`src/rtl/cpu_pkg.sv`:
```
// Shared definitions for the 4-bit CPU slice: opcodes, FSM state encodings
// and instruction field positions.
package cpu_pkg;

  // Opcodes, instr[7:4]. Values 8-F decode as NOP.
  localparam logic [3:0] OPC_NOP = 4'h0;
  localparam logic [3:0] OPC_LDA = 4'h1;
  localparam logic [3:0] OPC_ADD = 4'h2;
  localparam logic [3:0] OPC_OUT = 4'h3;
  localparam logic [3:0] OPC_JMP = 4'h4;
  localparam logic [3:0] OPC_JC  = 4'h5;
  localparam logic [3:0] OPC_HLT = 4'h6;
  localparam logic [3:0] OPC_CLC = 4'h7;

  // FSM state encodings.
  localparam logic [1:0] ST_LOAD = 2'd0;
  localparam logic [1:0] ST_RUN  = 2'd1;
  localparam logic [1:0] ST_HALT = 2'd2;

  // Instruction field positions.
  localparam int unsigned OPC_MSB = 7;
  localparam int unsigned OPC_LSB = 4;
  localparam int unsigned IMM_MSB = 3;
  localparam int unsigned IMM_LSB = 0;
  localparam int unsigned TGT_MSB = 2;
  localparam int unsigned TGT_LSB = 0;

endpackage

```
`src/rtl/prog_mem.sv`:
```
// Program store: PROG_WORDS x INSTR_W register array.
//   clk_i    - clock
//   rst_ni   - synchronous active-low clear (all words to NOP)
//   we_i     - write strobe (already qualified by the caller)
//   waddr_i  - write address
//   wdata_i  - write data
//   raddr_i  - read address
//   rdata_o  - asynchronous read data
module prog_mem #(
  parameter int unsigned PROG_WORDS = 16,
  parameter int unsigned INSTR_W    = 8
) (
  input  logic               clk_i,
  input  logic               rst_ni,
  input  logic               we_i,
  input  logic [3:0]         waddr_i,
  input  logic [INSTR_W-1:0] wdata_i,
  input  logic [3:0]         raddr_i,
  output logic [INSTR_W-1:0] rdata_o
);

  logic [INSTR_W-1:0] mem_q [PROG_WORDS];
  logic [INSTR_W-1:0] mem_d [PROG_WORDS];

  always_comb begin
    mem_d = mem_q;
    if (we_i) begin
      mem_d[waddr_i] = wdata_i;
    end
  end

  always_ff @(posedge clk_i) begin
    if (!rst_ni) begin
      for (int i = 0; i < int'(PROG_WORDS); i++) begin
        mem_q[i] <= '0;
      end
    end else begin
      mem_q <= mem_d;
    end
  end

  assign rdata_o = mem_q[raddr_i];

endmodule

```
`src/rtl/instr_decode.sv`:
```
// Program store plus decode/execute stage for a 4-bit program counter.
// Control outputs (J, C, custom_input) are combinational from pc so the
// counter acts on them at the very next edge.
//   clk, reset      - clock, synchronous active-low reset
//   pc              - current counter value
//   prog_mode       - high selects program-load mode
//   prog_we/addr/data - program write port, honoured only while loading
//   pc_rst          - holds the counter at 0 while loading
//   J, C, custom_input - counter load requests and target
//   Cout            - carry register
//   acc, out_port, out_valid - accumulator, output register, write pulse
//   halted          - high in HALT
module instr_decode
  import cpu_pkg::*;
#(
  parameter int unsigned PROG_WORDS = 16,
  parameter int unsigned INSTR_W    = 8
) (
  input  logic       clk,
  input  logic       reset,
  input  logic [3:0] pc,
  input  logic       prog_mode,
  input  logic       prog_we,
  input  logic [3:0] prog_addr,
  input  logic [7:0] prog_data,
  output logic       pc_rst,
  output logic       J,
  output logic       C,
  output logic       Cout,
  output logic [2:0] custom_input,
  output logic [3:0] acc,
  output logic [3:0] out_port,
  output logic       out_valid,
  output logic       halted
);

  logic [1:0]         state_q, state_d;
  logic [3:0]         acc_q, acc_d;
  logic               carry_q, carry_d;
  logic [3:0]         out_q, out_d;
  logic               ov_q, ov_d;
  logic [INSTR_W-1:0] instr;
  logic [3:0]         opcode;
  logic [3:0]         imm;

  prog_mem #(
    .PROG_WORDS (PROG_WORDS),
    .INSTR_W    (INSTR_W)
  ) u_mem (
    .clk_i   (clk),
    .rst_ni  (reset),
    .we_i    (prog_we && (state_q == ST_LOAD)),
    .waddr_i (prog_addr),
    .wdata_i (prog_data),
    .raddr_i (pc),
    .rdata_o (instr)
  );

  assign opcode = instr[OPC_MSB:OPC_LSB];
  assign imm    = instr[IMM_MSB:IMM_LSB];

  always_comb begin
    state_d      = state_q;
    acc_d        = acc_q;
    carry_d      = carry_q;
    out_d        = out_q;
    ov_d         = 1'b0;
    J            = 1'b0;
    C            = 1'b0;
    custom_input = '0;
    case (state_q)
      ST_LOAD: state_d = ST_RUN;
      ST_RUN: begin
        custom_input = imm[TGT_MSB:TGT_LSB];
        case (opcode)
          OPC_LDA: acc_d = imm;
          OPC_ADD: {carry_d, acc_d} = 5'(acc_q) + 5'(imm);
          OPC_OUT: begin
            out_d = acc_q;
            ov_d  = 1'b1;
          end
          OPC_JMP: J = 1'b1;
          OPC_JC:  C = 1'b1;
          OPC_HLT: begin
            // Self-load on the HLT edge too, so a HLT at address >= 8 lands
            // once on pc-8 and the HALT self-loop then holds it there.
            J            = 1'b1;
            custom_input = pc[TGT_MSB:TGT_LSB];
            state_d      = ST_HALT;
          end
          OPC_CLC: carry_d = 1'b0;
          default: ;
        endcase
      end
      ST_HALT: begin
        J            = 1'b1;
        custom_input = pc[TGT_MSB:TGT_LSB];
      end
      default: state_d = ST_LOAD;
    endcase
    // Current instruction still executes; only the next state is overridden.
    if (prog_mode) begin
      state_d = ST_LOAD;
    end
  end

  always_ff @(posedge clk) begin
    if (!reset) begin
      state_q <= ST_LOAD;
      acc_q   <= '0;
      carry_q <= 1'b0;
      out_q   <= '0;
      ov_q    <= 1'b0;
    end else begin
      state_q <= state_d;
      acc_q   <= acc_d;
      carry_q <= carry_d;
      out_q   <= out_d;
      ov_q    <= ov_d;
    end
  end

  assign pc_rst    = (state_q == ST_LOAD);
  assign halted    = (state_q == ST_HALT);
  assign Cout      = carry_q;
  assign acc       = acc_q;
  assign out_port  = out_q;
  assign out_valid = ov_q;

endmodule

```
`config.mk`:
```
export PLATFORM = sky130hd
export DESIGN_NAME = instr_decode
export DESIGN_NICKNAME = d
export VERILOG_FILES = /design/src/rtl/cpu_pkg.sv /design/src/rtl/prog_mem.sv /design/src/rtl/instr_decode.sv
export SDC_FILE = /design/constraint.sdc
export NUM_CORES = 1
export LEC_CHECK = 0
export BUFFER_PORTS_ARGS = -buffer_cell sky130_fd_sc_hd__buf_2
export CORE_ASPECT_RATIO = 0.75
export CORE_MARGIN = 10
export CORE_UTILIZATION = 24
export CTS_CLUSTER_SIZE = 40
export DETAILED_ROUTE_END_ITERATION = 16
export GPL_ROUTABILITY_DRIVEN = 0
export GPL_TIMING_DRIVEN = 0
export PLACE_DENSITY_LB_ADDON = 0.08
export SKIP_CTS_REPAIR_TIMING = 1
export SYNTH_ARGS = -nofsm -noshare
export SYNTH_HDL_FRONTEND = slang
export SYNTH_SLANG_ARGS = --single-unit
```
`constraint.sdc`:
```
create_clock -name clk -period 3.6 [get_ports clk]
set_input_delay 0.72 -clock clk [delete_from_list [all_inputs] [get_ports clk]]
set_output_delay 0.72 -clock clk [all_outputs]
set_load 0.01 [all_outputs]
```
### Yosys cells after proc, flatten, opt, wreduce, memory -nomap -nowiden

Cells that the tools add are included.

* word-level logic and storage cells: 68
* register bits after elaboration: 140
* input bits: 20
* output and inout bits: 17

* reduce and logical (&&, ||, !) cells: 12
* mux-type cells: 17
* order comparisons: 3
* equality and inequality tests: 10
* bitwise logic cells: 4
* add/subtract/negate cells: 1

Operator list (count)
* $bwmux 128: 1
* $bmux 8 s4: 1
* $demux 8 s4: 1
* $mux 8: 3
* $eq 4x3->1 const B: 4
* $ge 5x5->1 const B: 2
* $not 4->5: 2
* $reduce_and 2->1: 5
* $eq 4x2->1 const B: 2
* $pmux 4 s2: 1
* $pmux 2 s3: 1
* $pmux 3 s2: 1
* $add 4x4->5: 1
* $lt 5x1->1 const B: 1
* $eq 4x1->1 const B: 1
* $mux 1: 4
* $pmux 1 s2: 2
* $reduce_bool 2->1: 2
* $reduce_or 2->1: 2
* $mux 3: 1
* $eq 2x1->1 const B: 1
* $eq 2x2->1 const B: 1
* $logic_and 1x1->1: 2
* $logic_not 2->1: 1
* 3 further kinds: 4

### Depth between registers and ports, before layout

Gate-level depths: netlist of run 1.

* depth after elaboration: 8
* depth in mapped cells: 10
* depth with buffers taken out: 8

### By module

Synthesis of run 1 repeated with hierarchy kept, for this count alone.

* cell total of the unflattened synthesis: 785
* area total of the unflattened synthesis: 7329.5 um^2

Modules (own cells, without submodules)
* prog_mem: area an instance 6442.4 um^2, cells each 690, instances 1, sequential area each 2562.5 um^2
* instr_decode: area an instance 887.1 um^2, cells each 95, instances 1, sequential area each 240.2 um^2

### Worst setup path after synthesis of run 1

OpenSTA, ideal clock, no wires.

* kind: input port to flip-flop
* start point: input port pc[0]
* end point: register carry_q (netlist: Cout)
* slack: 314 ps
* path buffers: 2
* cell stages on the path: 10
* setup time: 117 ps
* data required time: 3483 ps
* data arrival time: 3169 ps
* cell sequence: buf_6 buf_6 mux4_2 mux4_2 ha_1 fa_1 a21o_1 a21oi_1 nand4_1 and4b_1

* word-level cells in the longest chain between the ends: 7
* elaborated cells on any way between the ends: 10
* classes of those cells: 1 x add/sub; 2 x eq/ne; 4 x mux; 1 x bitwise; 2 x reduce/logical

Ends and longest elaborated chain
* start, declared: line instr_decode.sv:21 `input logic [3:0] pc,`
* $not 4->5 (implied by the code) *: line prog_mem.sv:42 `assign rdata_o = mem_q[raddr_i];`
* $bmux 8 s4 *: line prog_mem.sv:42
* $mux 8 (implied by the code) * (2 in series): line prog_mem.sv:42
* parallel branches: the longest is 3 deep, another holds $add 4x4->5
* end signal, assigned: line instr_decode.sv:117 `carry_q <= carry_d;`
* end, declared: line instr_decode.sv:39 `logic carry_q, carry_d;`

Mark *: on every way between the ends. The select of a mux whose other input is x is not followed.
A chain may end at the register's enable or synchronous reset.

### Worst setup path after layout of run 1

* start point: input port pc[1]
* end point: output port custom_input[2]

* word-level cells in the longest chain between the ends: 7

Ends and longest elaborated chain
* $not 4->5 (implied by the code) *: line prog_mem.sv:42
* $bmux 8 s4 *: line prog_mem.sv:42
* $mux 8 (implied by the code) * (2 in series): line prog_mem.sv:42
* $eq 4x3->1: line instr_decode.sv:75 `case (opcode)`
* $mux 3 *: line instr_decode.sv:75
* $pmux 3 s2 *: line instr_decode.sv:71 `case (state_q)`
* end, declared: line instr_decode.sv:30 `output logic [2:0] custom_input,`

Every way passes the cells marked *; elsewhere a longest branch is shown, timed or not. The select of a mux whose other input is x is not followed.

==> results of run 1 <==
-- critical path, stage by stage --
cell and delay (ns):
buf_2 0.24, buf_6 0.23, buf_6 0.24, mux4_2 0.41, mux4_2 0.57, nand4_1 0.13
o211ai_1 0.09, buf_2 0.15
-- cells in the final DEF (no fill, tap or decap), drive strengths merged, types with 2 or more instances in the layout --
cell,netlist,final
and3,2,2
xnor2,2,2
nor3,2,2
mux4,36,36
nand3,14,14
mux2i,136,136
a22oi,2,2
inv,4,6
a211oi,3,3
nand2,15,15
and4,5,5
o21ai,2,2
clkinvlp,0,6
dfxtp,140,140
nor2,147,147
ha,7,7
clkbuf,30,47
nand2b,5,5
a21oi,6,6
nor2b,2,2
a21o,2,2
and2,3,3
o211ai,3,3
buf,11,50
clkinv,0,4
nand4,10,10
-- layer usage --
layer,vias up,track usage [%],routed length (um)
met1,2365,17.0,10700
met4,0,4.01,230
met5,-,0,0
li1,2264,-,-
met2,64,20.0,9340
met3,15,2.79,822
-- power by group --
| group | switching [W] | internal [W] | total, W |
|---|---|---|---|
| Sequential | 0.00000895 | 0.00157 | 0.00158 |
| Combinational | 0.000164 | 0.0000868 | 0.000251 |
| Clock | 0.000732 | 0.000952 | 0.00168 |
| Total | 0.000905 | 0.00261 | 0.00351 |
-- registers in the layout, indices dropped and copies added, names as in the netlist --
name	count
out_port	4
state_q	2
Cout	1
acc	4
u_mem.mem_q	128
out_valid	1
-- area by class of cell --
cell class / count / area, um2
plain buffers: 40 / 248
clock buffers: 19 / 433
clock inverters: 13 / 120
fillers: 2796 / 19100
inverters: 4 / 15.0
multi-input cells: 415 / 3490
flip-flops and latches: 140 / 2800
well taps: 351 / 439
repair buffers: 39 / 216
-- kinds of logic after synthesis --
family | share of synthesized area, %
AOI/OAI and AO/OA | 2.77
DFF | 43.1
and+or+nand+nor | 14.5
xor gates and xnor gates | 0.519
muxes | 34.1
adders and majority gates | 1.65
buffers and inverters | 3.42
-- how the worst max path moves through the flow --
stage / cells past startpoint / endpoint / slack, ns / startpoint
finish: 8 / custom_input[2] / 0.08 / pc[1]
global route: 8 / custom_input[2] / -0.006 / pc[1]
CTS: 8 / custom_input[2] / -0.82 / pc[1]
detailed placement: 10 / Cout$_SDFFE_PN0P_ / -0.82 / pc[1]
global placement: 8 / custom_input[2] / -0.81 / pc[1]
floorplan: 10 / Cout$_SDFFE_PN0P_ / 0.31 / pc[0]
-- metrics by stage --
step	instances	worst slack [ns]	util, %	hold WS, ns
2_1_floorplan	600	0.314	-	0.451
5_1_grt	1021	-0.00605	28.9	0.514
4_1_cts	1016	-0.817	28.6	0.493
6_report	1021	0.0780	28.9	0.489
3_5_place_dp	984	-0.820	26.5	0.476
3_3_place_gp	983	-0.814	26.5	0.465
==> impl_metrics.ini, run 1 <==
[logic_synthesis]
yosys-top-cells-area = dfxtp_1 (43%), mux2i_1 (21%), nor2_1 (8.5%), mux4_2 (8.3%), mux4_1 (4.8%)
syn-cell-area_mm2 = 0.00651
ys_types = 49
syn_inst = 600
postSynthAreaPerCell_um2 = 10.8
ys_ff_latch = 140
yosys.area.top_type = dfxtp_1
synth.net_count = 628
synth_common_cells = nor2_1 (147), dfxtp_1 (140), mux2i_1 (136)
synth_ff_type = dfxtp_1
synthArstFlopShare_pct = 0
seq_area_frac_synth_pct = 43.1
synth_top_cell_area_share_pct = 43.1
synth_edf_count = 0
yosysMostFrequentCell = nor2_1
yosysWarnings = 0

[grt]
first_global_vias = 4987
grt-ovfl-total = 0
grt_first_pass_wirelength_mm = 32.0
grt_usage_pct = 12.7
antenna_found_initial = 0
grt_max_degree = 17

[floorplan]
die_y_um = 163
io_pins = 37
rows = 52
die_w_um = 210
dieArea_mm2 = 0.0342
start_util_pct = 24.2
core-area_mm2 = 0.0269

[timing]
slew_headroom_pct = 16.7
finalCritPeriodShare_pct = 97.8
skew_ns = 0.0105
hold_violations = 0
period_minus_slack_ns = 3.52
setup_viol_count_final = 0
drv_slew = 0
tightestPinTransition_ns = 1.24
fmaxAchievable_ghz = 0.284
setup-tns-final_ns = 0

[cts]
ctsHtreeMaxLevel = 4
clk_latency_ns = 0.44
cts.path.max_buffers = 2
clkTransAtPathRegs_ns = 0.06
cts_buffers = 17
cts_sinks = 140
cts_tree = yes
cts-root-buf = clkbuf_16

[worst_setup_path]
required_ns = 2.88
critical_path_class = in -> out
r2r-start = u_mem.mem_q[0]$_SDFFE_PN0P_
reg2reg_depth = 8
path_max_fanout = 10
crit_arrival_ns = 2.80
r2r_end = Cout$_SDFFE_PN0P_
startpoint_type = input pin
cp-end-kind = output port
worst-r2r-setup-slack_ns = 0.77

[worst_hold_path]
min_path_type = reg -> reg
min_to = out_port[3]$_SDFFE_PN0P_
worstHoldPathCells = 2
hold_start = out_port[3]$_SDFFE_PN0P_

[route]
drcViolationCount = 0
drt_iter0_markers = 171
ant_nets = 0
wirelength_mm = 21.1
wl_per_cell_um = 20.6
vias = 4708
via_per_inst = 4.61
dr.pass1.iters = 4

[placement]
postPlaceCellArea_mm2 = 0.00713
dp_hpwl_mm = 15.2
port_buffers = 32

[pwr]
p_leak_nw = 3.11
peakVddDrop_v = 0.000315
p_total_w = 0.00351
power.density_mw_per_mm2 = 452

[finish]
n_antenna_cell = 0
nets = 685
syn2layout_area_growth_pct = 19.3
layout-drive-gt1-share_pct = 18.1
stdcell_area_mm2 = 0.00776

[run]
maxCapViolCount = 0

[run_status]
status = finished, final reports clean
Power figures use the tool's default switching activity.
==> run 2, diff against run 1 <==
--- a/config.mk
+++ b/config.mk
@@ -9,6 +9,7 @@
 export CORE_ASPECT_RATIO = 0.75
 export CORE_MARGIN = 10
 export CORE_UTILIZATION = 24
+export CTS_BUF_LIST = sky130_fd_sc_hd__clkbuf_4 sky130_fd_sc_hd__clkbuf_8
 export CTS_CLUSTER_SIZE = 40
 export DETAILED_ROUTE_END_ITERATION = 16
 export GPL_ROUTABILITY_DRIVEN = 0
==> run 2 against run 1 <==
  * Final area shrank 2.3%
  * Total power shrank 13%
  * Utilization shrank 0.68 points
  * Critical path type unchanged
  * Sequential power is essentially flat
  * Clock skew grew 0.0085 ns
  * First-iteration DRC count grew 13%
  * Global-route usage is essentially flat
==> impl_metrics.ini, run 2 (synthesis gave the netlist of run 1 again) <==
[grt]
antenna_found_initial = 0
grt_usage_pct = 12.7
grtUsageMet1_pct = 17.0
grt_first_pass_wirelength_mm = 32.1
grt_max_degree = 17
grt_use_met3_pct = 3.15
first_global_vias = 4982
grt-ovfl-total = 0
top_usage_layer = met2
gr-usage-met2_pct = 20.0

[cts]
ctsHtreeMaxLevel = 4
cts-root-buf = clkbuf_8
cts_sinks = 140
cts.path.max_buffers = 2
clk_latency_ns = 0.47
clkTransAtPathRegs_ns = 0.08
cts_buffers = 17
cts_tree = yes

[worst_setup_path]
required_ns = 2.88
crit_start = pc[1]
reg2reg_depth = 8
path_max_fanout = 10
r2r_end = Cout$_SDFFE_PN0P_
crit_arrival_ns = 2.78
startpoint_type = input pin
critical_path_class = in -> out
path_cells = clkbuf_4, buf_6, buf_6, mux4_2, mux4_2, nand4_1, o211ai_1, buf_2
cp-end-kind = output port
r2r-start = u_mem.mem_q[0]$_SDFFE_PN0P_
critPathSlowestCell = mux4_2
max_stage_delay_ns = 0.58
worst-r2r-setup-slack_ns = 0.78

[floorplan]
start_util_pct = 24.2
dieArea_mm2 = 0.0342
core-area_mm2 = 0.0269
die_w_um = 210
die_y_um = 163
rows = 52
io_pins = 37

[worst_hold_path]
min_to = u_mem.mem_q[27]$_SDFFE_PN0P_
worstHoldPathCells = 2
hold_start = u_mem.mem_q[27]$_SDFFE_PN0P_
min_path_type = reg -> reg

[route]
drt_iter0_markers = 193
dr.pass1.iters = 4
drcViolationCount = 0
ant_nets = 0
vias = 4707
wirelength_mm = 21.0
wl_per_cell_um = 20.6
via_per_inst = 4.61

[run]
maxCapViolCount = 0

[placement]
dp_hpwl_mm = 15.2
port_buffers = 32
postPlaceCellArea_mm2 = 0.00713
placed_cells = 984

[finish]
largest_reg_flops = 128
stdcell_area_mm2 = 0.00758
final_common_cell = nor2_1
layout.cells.non_filler = 1021
top_register = u_mem.mem_q
syn2layout_area_growth_pct = 16.5
n_antenna_cell = 0
layout-drive-gt1-share_pct = 18.4
nets = 685
layout_common_cells = nor2_1 (147), dfxtp_1 (140), mux2i_1 (136), buf_2 (32), clkbuf_1 (28)

[run_status]
status = finished, final reports clean

[timing]
drv_slew = 0
tightestPinTransition_ns = 1.22
fmaxAchievable_ghz = 0.286
slew_headroom_pct = 18.5
hold_violations = 0
period_minus_slack_ns = 3.50
skew_ns = 0.0191
finalCritPeriodShare_pct = 97.2
setup_viol_count_final = 0

[pwr]
power.density_mw_per_mm2 = 404
peakVddDrop_v = 0.000196
p_leak_nw = 3.03
p_total_w = 0.00306
run 2: metal layers:
metal	routed length, um	vias to the layer above
li1	-	2260
met2	9380	77
met4	186	0
met1	10700	2355
met3	771	15
met5	0	-
run 2: critical path, delay by kind of cell:
family	cells	cell delay, ns
buf+inv	4	0.81
compound gates	1	0.09
mux	2	1.00
simple gates	1	0.14
run 2: final cells by class:
| type | count | area [um2] |
|---|---|---|
| repair buffers | 39 | 216 |
| multi-input cells | 415 | 3490 |
| fillers | 2814 | 19300 |
| plain buffers | 40 | 250 |
| clock inverters | 13 | 120 |
| inverters | 4 | 15.0 |
| clock buffers | 19 | 249 |
| flip-flops and latches | 140 | 2800 |
| well taps | 351 | 439 |
run 2: how the worst max path moves through the flow:
stage,end,slack [ns],depth (start not counted)
global route,custom_input[1],-0.0005,9
detailed placement,Cout$_SDFFE_PN0P_,-0.82,10
finish,custom_input[2],0.1,8
global placement,custom_input[2],-0.81,8
CTS,custom_input[2],-0.82,8
floorplan,Cout$_SDFFE_PN0P_,0.31,10
run 2: report_power, final:
part           switching [W]  leakage, nW  total, W  internal [W]
Clock               0.000675        0.172   0.00124      0.000563
Combinational       0.000164         1.73  0.000251     0.0000871
Sequential        0.00000892         1.13   0.00157       0.00156
Total               0.000848         3.03   0.00306       0.00221
run 2: metrics by stage:
step / setup WS, ns / hold slack (ns) / setup TNS, ns / utilization (%)
6_report: 0.0997 / 0.492 / 0 / 28.2
5_1_grt: -0.000514 / 0.520 / -0.000514 / 28.2
2_1_floorplan: 0.314 / 0.451 / 0 / -
4_1_cts: -0.825 / 0.499 / -1.56 / 27.9
3_3_place_gp: -0.814 / 0.465 / -3.00 / 26.5
3_5_place_dp: -0.820 / 0.476 / -3.06 / 26.5
==> run 3, diff against run 2 <==
--- a/config.mk
+++ b/config.mk
@@ -18,4 +18,5 @@
 export SKIP_CTS_REPAIR_TIMING = 1
 export SYNTH_ARGS = -nofsm -noshare
 export SYNTH_HDL_FRONTEND = slang
+export SYNTH_HIERARCHICAL = 1
 export SYNTH_SLANG_ARGS = --single-unit
==> run 3 against run 2 <==
  * The run now ends with negative setup slack left
  * Non-clock buffer count is 65 higher
  * Final area is 14% higher
  * Highest routed layer unchanged
  * First-iteration DRC count is 140% higher
  * Hold slack worse by 0.068 ns
  * Largest power group unchanged
  * Total power is 12% higher
  * Largest cell class unchanged
==> impl_metrics.ini, run 3 <==
[run_status]
status = complete, but fails checks
violations = negative setup slack

[timing]
rsz0062_at_grt = yes
skew_ns = 0.0115
hold_violations = 0
timing.hold.ws_ns = 0.423
worst_slack_ns = -0.130
setup_viol_count_final = 3
tightestPinTransition_ns = 0.949
finalCritPeriodShare_pct = 104
period_minus_slack_ns = 3.73
slew_headroom_pct = 36.7
drv_slew = 0
fmaxAchievable_ghz = 0.268

[worst_hold_path]
min_path_type = in -> reg
min_to = state_q[1]$_SDFFE_PP0P_
worstHoldPathCells = 2
hold_start = prog_mode

[worst_setup_path]
path_cells = buf_8, buf_8, buf_12, buf_4, mux4_1, a22oi_1, nand2_1, mux2i_1, o21ai_1, and2_1, buf_2
critical_path_class = in -> out
required_ns = 2.88
worst-r2r-setup-slack_ns = 0.81
crit_arrival_ns = 3.01
crit_family = multiplexers
reg2reg_depth = 9
max_stage_delay_ns = 0.64
crit_path_frequent_cell = buf_8
critPathSlowestCell = mux4_1
startpoint_type = input pin
r2r_end = Cout$_SDFFE_PN0P_
path_max_fanout = 8
crit_buf_inv = 5
r2r-start = u_mem/mem_q[32]$_SDFFE_PN0P_
cp-end-kind = output port

[route]
via_per_inst = 5.05
drt_iter0_markers = 455
wirelength_mm = 30.2
highest_layer = met4
drcViolationCount = 0
ant_nets = 0
wl_per_cell_um = 24.0
dr.pass1.iters = 5
vias = 6357
wl_met3_mm = 1.55
met1Wirelength_mm = 15.6
routed-wl-met2_mm = 12.7

[finish]
final_common_cell = dfxtp_1
n_antenna_cell = 0
syn2layout_area_growth_pct = 17.5
top_register = u_mem/mem_q
layout-drive-gt1-share_pct = 18.4
stdcell_area_mm2 = 0.00861
final_util_pct = 28.6
nets = 878
largest_reg_flops = 128
layout_common_cells = dfxtp_1 (140), nand3_1 (131), o21ai_0 (109), a21boi_0 (81), clkbuf_1 (53)

[logic_synthesis]
yosys.area.top_type = dfxtp_1
syn_inst = 785
synth_xor_area_share_pct = 0.239
seq_area_frac_synth_pct = 38.2
synth_common_cells = dfxtp_1 (140), nand3_1 (131), o21ai_0 (109)
synth_top_cell_area_share_pct = 38.2
synth_edf_count = 0
synthArstFlopShare_pct = 0
postSynthAreaPerCell_um2 = 9.34
synth-compound-area-share_pct = 25.3
yosysMostFrequentCell = dfxtp_1
synth.net_count = 814
synth_top_family_by_area = compound AO/OA/AOI/OAI gates
yosys.area_share.simple_pct = 15.1
yosysWarnings = 6
muxShareOfSynthArea_pct = 12.0
ys_types = 49
yosys-top-cells-area = dfxtp_1 (38%), nand3_1 (8.9%), a21boi_0 (8.3%), o21ai_0 (7.4%), mux4_1 (5.4%)
syn-cell-area_mm2 = 0.00733
synth_fa_ha_area_share_pct = 1.64
synth_ff_type = dfxtp_1
ys_ff_latch = 140

[placement]
dp_slack_ns = -0.616
postPlaceCellArea_mm2 = 0.00797
port_buffers = 28
dp_hpwl_mm = 21.6

[run]
maxCapViolCount = 0

[cts]
ctsHtreeMaxLevel = 4
cts_sinks = 140
cts_tree = yes
clkTransAtPathRegs_ns = 0.08
cts.path.max_buffers = 2
cts-root-buf = clkbuf_8
cts_buffers = 17
clk_latency_ns = 0.49

[floorplan]
die_w_um = 222
rows = 55
core-area_mm2 = 0.0301
dieArea_mm2 = 0.0380
start_util_pct = 24.3
die_y_um = 171
io_pins = 37

[grt]
grt_first_pass_wirelength_mm = 44.7
grt_usage_pct = 15.9
grt-ovfl-total = 0
antenna_found_initial = 1
first_global_vias = 6377
grt_max_degree = 17

[pwr]
power.density_mw_per_mm2 = 399
peakVddDrop_v = 0.000180
p_leak_nw = 2.99
[run 3: cell types whose count changed after synthesis, moves of 7 or more]
| cell | before | now |
|---|---|---|
| nand4_1 | 10 | 0 |
| buf_2 | 3 | 21 |
| clkbuf_1 | 30 | 53 |
| a22oi_1 | 0 | 16 |
| mux2i_1 | 136 | 10 |
| o21ai_1 | 1 | 23 |
| a21boi_0 | 0 | 81 |
| mux4_2 | 24 | 17 |
| o21ai_0 | 1 | 109 |
| nor2_1 | 147 | 5 |
| nand3_1 | 13 | 131 |
| a21boi_1 | 0 | 48 |
[run 3: final cells by class]
type	count	area [um2]
fillers	3267	21500
multi-input cells	541	4010
flip-flops and latches	140	2800
plain buffers	99	574
well taps	399	499
clock buffers	22	290
repair buffers	45	278
clock inverters	8	140
inverters	5	18.8
[run 3: worst register-to-register path, cell delays in order, from the launching register on]
cell and delay, ns:
dfxtp_1 0.33, mux4_2 0.53, a22oi_1 0.26, nand2_1 0.25, ha_1 0.29, fa_1 0.41, a21o_1 0.18, a21oi_1 0.19
a31oi_1 0.10, o211a_1 0.15
[run 3: cells by family after synthesis]
kind of cell             after synthesis
flip-flops                           140
buffers and inverters                104
AO/OA/AOI/OAI                        291
multiplexers                          42
AND/OR/NAND/NOR                      197
XOR/XNOR                               2
adder cells (fa/ha/maj)                9
[run 3: worst max path at each step]
stage                            endpoint  cells past startpoint  start  slack (ns)
after floorplan           custom_input[0]                     11  pc[0]        0.24
after global placement    custom_input[1]                     14  pc[1]       -0.64
after detailed placement  custom_input[2]                     14  pc[1]       -0.62
after CTS                 custom_input[2]                     14  pc[1]       -0.63
after global routing      custom_input[1]                     12  pc[0]       -0.27
final                     custom_input[1]                     11  pc[0]       -0.13
[run 3: where the power goes]
part | switching, W | internal [W] | total, W | leakage (nW)
Clock | 0.000654 | 0.000814 | 0.00147 | 0.225
Combinational | 0.000267 | 0.000127 | 0.000394 | 1.64
Sequential | 0.00000930 | 0.00156 | 0.00157 | 1.13
[run 3: per-layer routing]
metal	up-vias	global-route usage, %
li1	3016	-
met4	0	4.66
met5	-	0
met2	131	23.5
met3	26	3.78
met1	3184	22.4
[run 3: through the flow]
stage / setup TNS [ns] / total power (W) / std cells
2_1_floorplan: 0 / 0.00182 / 785
3_3_place_gp: -2.93 / 0.00199 / 1212
3_5_place_dp: -2.68 / 0.00198 / 1212
4_1_cts: -2.14 / 0.00347 / 1242
5_1_grt: -0.776 / 0.00357 / 1259
6_report: -0.372 / 0.00344 / 1259
